File: src/rtl/stage_m.sv
// stage_m: MIPS memory stage -- data-memory access with store bypass, load extraction,
// alignment exceptions and the M/W pipeline register.
`ifndef STAGE_M_DEFS
`define STAGE_M_DEFS
`define TYPE_INSTR logic [5:0]
`define TYPE_IFUNC logic [3:0]
`define TYPE_EXC   logic [4:0]
`define TYPE_T     logic [1:0]
`define INSTR_NOP  6'd0
`define INSTR_LB   6'd1
`define INSTR_LBU  6'd2
`define INSTR_LH   6'd3
`define INSTR_LHU  6'd4
`define INSTR_LW   6'd5
`define INSTR_SB   6'd6
`define INSTR_SH   6'd7
`define INSTR_SW   6'd8
`define INSTR_ADDU 6'd9
`define I_NONE     4'd0
`define I_ALU      4'd1
`define I_MEM_R    4'd2
`define I_MEM_W    4'd3
`define EXC_ADEL   5'd4
`define EXC_ADES   5'd5
`endif

module stage_m (
    input  logic        clk,
    input  logic        reset,
    input  `TYPE_INSTR  instr_M,
    input  `TYPE_IFUNC  ifunc_M,
    input  logic [31:0] PC_M,
    input  logic        BD_M,
    input  `TYPE_EXC    exc_M,
    input  logic [4:0]  addrRt_M,
    input  logic [31:0] dataRt_M,
    input  logic [31:0] aluOut_M,
    input  logic        regWEn_M,
    input  logic [4:0]  regWAddr_M,
    input  logic [31:0] regWData_M,
    input  logic        regWValid_M,
    input  `TYPE_T      Tnew_M,
    output logic [31:0] dmAddr,
    output logic [3:0]  dmByteEn,
    output logic [31:0] dmWData,
    input  logic [31:0] dmRData,
    output `TYPE_EXC    exc,
    output `TYPE_INSTR  instr_W,
    output logic [31:0] PC_W,
    output logic        BD_W,
    output `TYPE_EXC    exc_W,
    output logic        regWEn_W,
    output logic [4:0]  regWAddr_W,
    output logic [31:0] regWData_W,
    output logic        regWValid_W,
    output `TYPE_T      Tnew_W,
    input  logic        stall,
    input  logic        clear
);
    logic [1:0]  offset;
    logic        isLoad, isStore, isWord, isHalf, misaligned, memRead;
    logic [31:0] storeData, loadData, nextWData;
    logic [7:0]  loadByte;
    logic [15:0] loadHalf;
    `TYPE_T      nextTnew;

    always_comb begin
        offset = aluOut_M[1:0];
        isLoad = instr_M inside {`INSTR_LB, `INSTR_LBU, `INSTR_LH, `INSTR_LHU, `INSTR_LW};
        isStore = instr_M inside {`INSTR_SB, `INSTR_SH, `INSTR_SW};
        isWord = instr_M inside {`INSTR_LW, `INSTR_SW};
        isHalf = instr_M inside {`INSTR_LH, `INSTR_LHU, `INSTR_SH};
        misaligned = (isWord && offset != 2'b00) || (isHalf && offset[0]);
        exc = exc_M != '0 ? exc_M :
              misaligned && isLoad ? `EXC_ADEL :
              misaligned && isStore ? `EXC_ADES : '0;
        // W is the only bypass source still pending at this point for the store data
        storeData = regWEn_W && regWAddr_W != 5'd0 && regWAddr_W == addrRt_M ? regWData_W : dataRt_M;
        dmAddr = {aluOut_M[31:2], 2'b00};
        dmByteEn = instr_M == `INSTR_SW ? 4'b1111 :
                   instr_M == `INSTR_SH ? (offset[1] ? 4'b1100 : 4'b0011) :
                   instr_M == `INSTR_SB ? 4'b0001 << offset : 4'b0000;
        if (exc != '0 || stall || clear)
            dmByteEn = 4'b0000;
        dmWData = instr_M == `INSTR_SH ? {2{storeData[15:0]}} :
                  instr_M == `INSTR_SB ? {4{storeData[7:0]}} : storeData;
        loadByte = dmRData[{offset, 3'b000} +: 8];
        loadHalf = offset[1] ? dmRData[31:16] : dmRData[15:0];
        loadData = instr_M == `INSTR_LB  ? {{24{loadByte[7]}}, loadByte} :
                   instr_M == `INSTR_LBU ? {24'd0, loadByte} :
                   instr_M == `INSTR_LH  ? {{16{loadHalf[15]}}, loadHalf} :
                   instr_M == `INSTR_LHU ? {16'd0, loadHalf} : dmRData;
        memRead = ifunc_M == `I_MEM_R;
        nextWData = memRead ? loadData : regWData_M;
        nextTnew = Tnew_M != '0 ? Tnew_M - 2'd1 : '0;
    end

    always_ff @(posedge clk) begin
        if (reset) begin
            instr_W     <= '0;
            PC_W        <= '0;
            BD_W        <= 1'b0;
            exc_W       <= '0;
            regWEn_W    <= 1'b0;
            regWAddr_W  <= '0;
            regWData_W  <= '0;
            regWValid_W <= 1'b0;
            Tnew_W      <= '0;
        end else if (!stall) begin
            instr_W     <= clear ? '0 : instr_M;
            PC_W        <= clear ? '0 : PC_M;
            BD_W        <= clear ? 1'b0 : BD_M;
            exc_W       <= clear ? '0 : exc;
            regWEn_W    <= clear ? 1'b0 : regWEn_M && exc == '0;
            regWAddr_W  <= clear ? '0 : regWAddr_M;
            regWData_W  <= clear ? '0 : nextWData;
            regWValid_W <= clear ? 1'b0 : regWValid_M || memRead;
            Tnew_W      <= clear ? '0 : nextTnew;
        end
    end
endmodule

File: config.mk
export PLATFORM = sky130hd
export DESIGN_NAME = stage_m
export DESIGN_NICKNAME = d
export VERILOG_FILES = /design/src/rtl/stage_m.sv
export SDC_FILE = /design/constraint.sdc
export NUM_CORES = 1
export LEC_CHECK = 0
export CORE_AREA = 2 2 137 139
export CTS_CLUSTER_DIAMETER = 30
export DETAILED_ROUTE_END_ITERATION = 7
export DIE_AREA = 0 0 139 141
export PLACE_DENSITY = 0.68
export SKIP_LAST_GASP = 1
export SYNTH_ARGS = -nofsm -noshare
export SYNTH_HDL_FRONTEND = slang
export SYNTH_SLANG_ARGS = --single-unit
File: constraint.sdc
create_clock -name clk -period 9.3 [get_ports clk]
set_clock_uncertainty 0.2 [all_clocks]
set_input_delay 2.79 -clock clk [delete_from_list [all_inputs] [get_ports clk]]
set_output_delay 2.79 -clock clk [all_outputs]
set_load 0.05 [all_outputs]
Yosys cells after proc, flatten, opt, wreduce, memory -nomap -nowiden
Index checks and enable logic that the tools add are counted.
- $lt $le $gt $ge: 0
- div/mod/pow operators: 0
- $add $sub $neg: 1
- equality and inequality tests: 10
- reductions and logical operators: 21
- mux-type cells: 27
- multipliers: 0
- bitwise operators: 0
- shift-type cells: 2
- operators by type and width (operator ; count):
    $mux W32 ; 10
    $shiftx A32 B6 Y8 ; 1
    $eq A6 B3 Y1 const B ; 4
    $mux W4 ; 5
    $reduce_bool A5 Y1 ; 4
    $mux W16 ; 1
    $mux W5 ; 3
    $eq A6 B2 Y1 const B ; 2
    $logic_and A1 B1 Y1 ; 7
    $eq A6 B1 Y1 const B ; 1
    $eq A6 B4 Y1 const B ; 1
    $mux W3 ; 2
    $mux W6 ; 1
    $reduce_bool A2 Y1 ; 3
    $reduce_bool A3 Y1 ; 2
    $eq A5 B5 Y1 ; 1
    $logic_not A5 Y1 ; 1
    $eq A4 B2 Y1 const B ; 1
    $logic_or A1 B1 Y1 ; 4
    $mux W2 ; 2
    $shl A1 B2 Y4 const A ; 1
    $mux W1 ; 3
    $sub A2 B1 Y2 const B ; 1
- register bits: 85
- input port bits: 194
- bits in latches: 0
- word-level logic and storage cells: 70
- memory bits (read-only): 0
- output and inout port bits: 158
- memories: 0
- memory bits (writable): 0

Logic depth before layout (Yosys ltp)
- depth in word-level cells: 12
- gate-level depth with buffers: 8
- mapped depth without buffers: 5

Worst setup path after synthesis
OpenSTA, ideal clock, no wires.
- kind: input port to output port
- start: input port instr_M[3] in the netlist's numbering
- end: output port dmWData[14]
- cell stages on the path: 8
- path slack: 1477 ps
- required time: 6310 ps
- path buffers: 3
- data arrival time: 4833 ps
- path through: clkbuf_2 -> nor3_2 -> nand3_1 -> buf_2 -> nor2_4 -> buf_4 -> mux2i_1 -> mux2i_1
- longest elaborated chain between the ends: 3
- elaborated cells between the ends (all ways): 4
- classes of those cells: 2 x eq/ne; 2 x mux
- RTL lines (element ; line ; source):
    start, declared ; 30 ; input `TYPE_INSTR instr_M,
    $eq A6 B3 Y1 (no source line) ; n/a ;
    $mux W32 ; 86 ; instr_M == `INSTR_SB ? {4{storeData[7:0]}} : storeData;
    $mux W32 (*) ; 85 ; dmWData = instr_M == `INSTR_SH ? {2{storeData[15:0]}} :
    end, declared ; 45 ; output logic [31:0] dmWData,
Mark *: on every way between the ends. The rest lies on a longest branch, timed or not.

Final worst setup path
- start: input port instr_M[3] in the netlist's numbering
- end: output port dmWData[17]
The elaborated chain is that of the path after synthesis.

==> impl_metrics.py <==
metrics = {
    "synthesis": {
        "yosysSeqAreaShare_pct": 32.08,
        "synthArstFlopShare_pct": 0,
        "yosysWarnings": 0,
        "synth.distinct_cells": 53,
        "postSynthCellCount": 592,
        "syn-mean-instance-area_um2": 8.959,
        "synth_edf_count": 0,
        "syn-cell-area_mm2": 0.005304,
        "synthFlopType": "dfxtp_1",
        "ys_seq_elements": 85,
    },
    "grt": {
        "grt_pass1_vias": 5683,
        "grt_overflow": 0,
        "grt_pass1_wl_um": 33710,
        "antenna_found_initial": 0,
        "grt.total_usage_pct": 22.35,
        "grt_max_degree": 67,
    },
    "clock_tree": {
        "cts_tree": "done",
        "cts_inserted_buffers": 9,
        "h-tree-depth": 3,
        "cts_root_buf": "clkbuf_16",
        "hold_buffers": 0,
        "path_clk_slew_ns": 0.07,
        "postCtsResizedCells": 0,
        "clock-sinks": 85,
        "cts_setup_buffers": 0,
        "clkLatencyLatePin_ns": 0.34,
        "cts_buffer_depth": 2,
    },
    "min_path": {
        "min-delay-start": "regWValid_W",
        "hold_path_end": "regWValid_W",
        "hold_class": "reg2reg",
        "min_delay_path_depth": 2,
    },
    "power": {
        "p_per_area_mw_per_mm2": 127.8,
        "power.leakage_nw": 3.142,
        "power.total_mw": 1.093,
        "ir_worst_vdd_uv": 66.87,
    },
    "final_layout": {
        "final_cell_mix": "clkdlybuf4s50_1 (264), dfxtp_1 (85), nor2_1 (73)",
        "layout.cells.non_filler": 1063,
        "drive_above_1_share_pct": 14.25,
        "final_util_pct": 46.79,
        "layout_commonest_cell": "clkdlybuf4s50_1",
        "final_nets": 1017,
        "syn_to_final_growth_pct": 61.17,
    },
    "drt": {
        "avgViaCountPerCell": 5.325,
        "wire_per_inst_um": 21.32,
        "drt_iter0_drc": 320,
        "drc": 0,
        "wl_um": 22670,
        "via_count": 5661,
        "dr.pass1.iters": 5,
        "ant_nets": 0,
    },
    "setup_path": {
        "ff2ff_path_depth": 2,
        "arrival_ns": 5.61,
        "crit_path_max_incr_delay_ns": 0.71,
        "endpoint_kind": "output pin",
        "timing.rr.end": "regWData_W[7]",
        "critPathRequiredTime_ns": 6.31,
        "r2r_slack_ns": 8.22,
        "path_class": "in2out",
        "timing.rr.start": "regWData_W[7]",
        "crit_slowest_cell": "clkdlybuf4s50_1",
        "cp-start-kind": "primary input",
        "crit_path_frequent_cell": "clkdlybuf4s50_1",
        "crit_chain": "clkdlybuf4s50_1, buf_4, or3_1, nor2_4, mux4_2, clkdlybuf4s50_1",
        "crit_fanout": 10,
    },
    "placed_design": {
        "dp_hpwl_um": 16710,
        "io_buffer_count": 289,
        "place_congestion": 0.8158,
        "placed_cells": 1046,
    },
    "floorplanning": {
        "core_mm2": 0.01827,
        "die_h_um": 141,
        "ios": 352,
        "initial_core_util_pct": 29.03,
        "chipWidth_um": 139,
        "rows": 50,
        "dieArea_mm2": 0.01960,
    },
    "sta": {
        "fmax_ghz": 0.1163,
        "hold_viol": 0,
        "finalSetupViolCount": 0,
        "drv_slew": 0,
        "period_share_pct": 92.49,
        "min_period_ns": 8.602,
        "worstMarginPinSlew_ns": 1.052,
        "rsz0062_at_grt": "false",
        "relSlewSlack_pct": 29.72,
        "tns_ns": 0,
    },
    "outcome": {
        "status": "finished, final reports clean",
    },
    "job": {
        "drv_cap": 0,
    },
}
[per-stage QoR]
| step | worst slack, ns | hold WS (ns) | cell area (µm²) |
|---|---|---|---|
| 6_report | 0.6980 | 0.2622 | 8548 |
| 5_1_grt | 0.6222 | 0.2805 | 8546 |
| 4_1_cts | 0.6922 | 0.2670 | 8546 |
| 3_5_place_dp | 0.6909 | 0.2560 | 8238 |
| 3_3_place_gp | 0.7374 | 0.2538 | 8238 |
| 2_1_floorplan | 1.477 | 0.4857 | 5308 |
[where the power goes]
part           internal, mW  switching (mW)  total [mW]
sequential            0.378          0.0142       0.393
combinational         0.146           0.175       0.321
clock                 0.218           0.161       0.379
total                 0.742           0.351        1.09
[how the worst max path moves through the flow]
stage	startpoint	to	slack, ns
after detailed placement	instr_M[3]	dmWData[17]	0.69
after global placement	instr_M[3]	dmWData[17]	0.74
final	instr_M[3]	dmWData[17]	0.70
after global routing	instr_M[3]	dmWData[18]	0.62
after CTS	instr_M[3]	dmWData[17]	0.69
after floorplan	instr_M[3]	dmWData[14]	1.48
[cell families after synthesis]
family / after synthesis / synth area share [%]
AO/OA/AOI/OAI: 177 / 24.06
XOR/XNOR: 6 / 0.9908
buffers and inverters: 87 / 9.106
flip-flops: 85 / 32.08
multiplexers: 90 / 21.14
other: 1 / 0.07070
AND/OR/NAND/NOR: 146 / 12.55
[worst max-delay path: cells and delay by family]
family / cells / cell delay (ns)
buf+inv: 3 / 1.27
simple gates: 2 / 0.97
mux: 1 / 0.57
[synthesized netlist by cell type, types with 8 or more instances]
master	instances	area, µm²
o21ai_0	26	130.1
a22oi_1	69	518.0
buf_2	13	65.06
mux2i_1	58	580.6
a31oi_1	9	56.30
dfxtp_1	85	1702
mux2_2	16	180.2
buf_4	33	247.7
nor2_1	74	277.8
a21o_1	9	67.56
mux4_2	16	360.4
clkbuf_1	31	116.4
nand2_1	34	127.6
o21ai_2	10	87.58
nand3_1	13	65.06
a2bb2oi_1	15	131.4
a31o_2	8	70.07
a21oi_1	18	90.09
[flip-flops by register name, indices dropped and copies added (netlist names)]
signal	count
BD_W	1
PC_W	32
Tnew_W	2
exc_W	5
instr_W	6
regWAddr_W	5
regWData_W	32
regWEn_W	1
regWValid_W	1
[per-layer routing]
layer	share of wire (%)	routed length, µm	global-route usage [%]	up-vias
li1	-	-	-	2630
met1	42	9472	27.36	2723
met5	0	0	0	-
met3	7.6	1713	5.876	43
met4	2.4	549	8.559	0
met2	48	10930	37.75	265
[final cells by class]
cell class                      instances  area, µm²
Inverter                                1      3.754
Antenna cell                            1      2.502
Timing Repair Buffer                  305       3080
Fill cell                            1768       9719
Clock buffer                           10      239.0
Multi-Input combinational cell        421       3159
Clock inverter                          6      68.82
Tap cell                              234      292.8
Sequential cell                        85       1702
No activity file was read; power rests on OpenSTA's default activity.
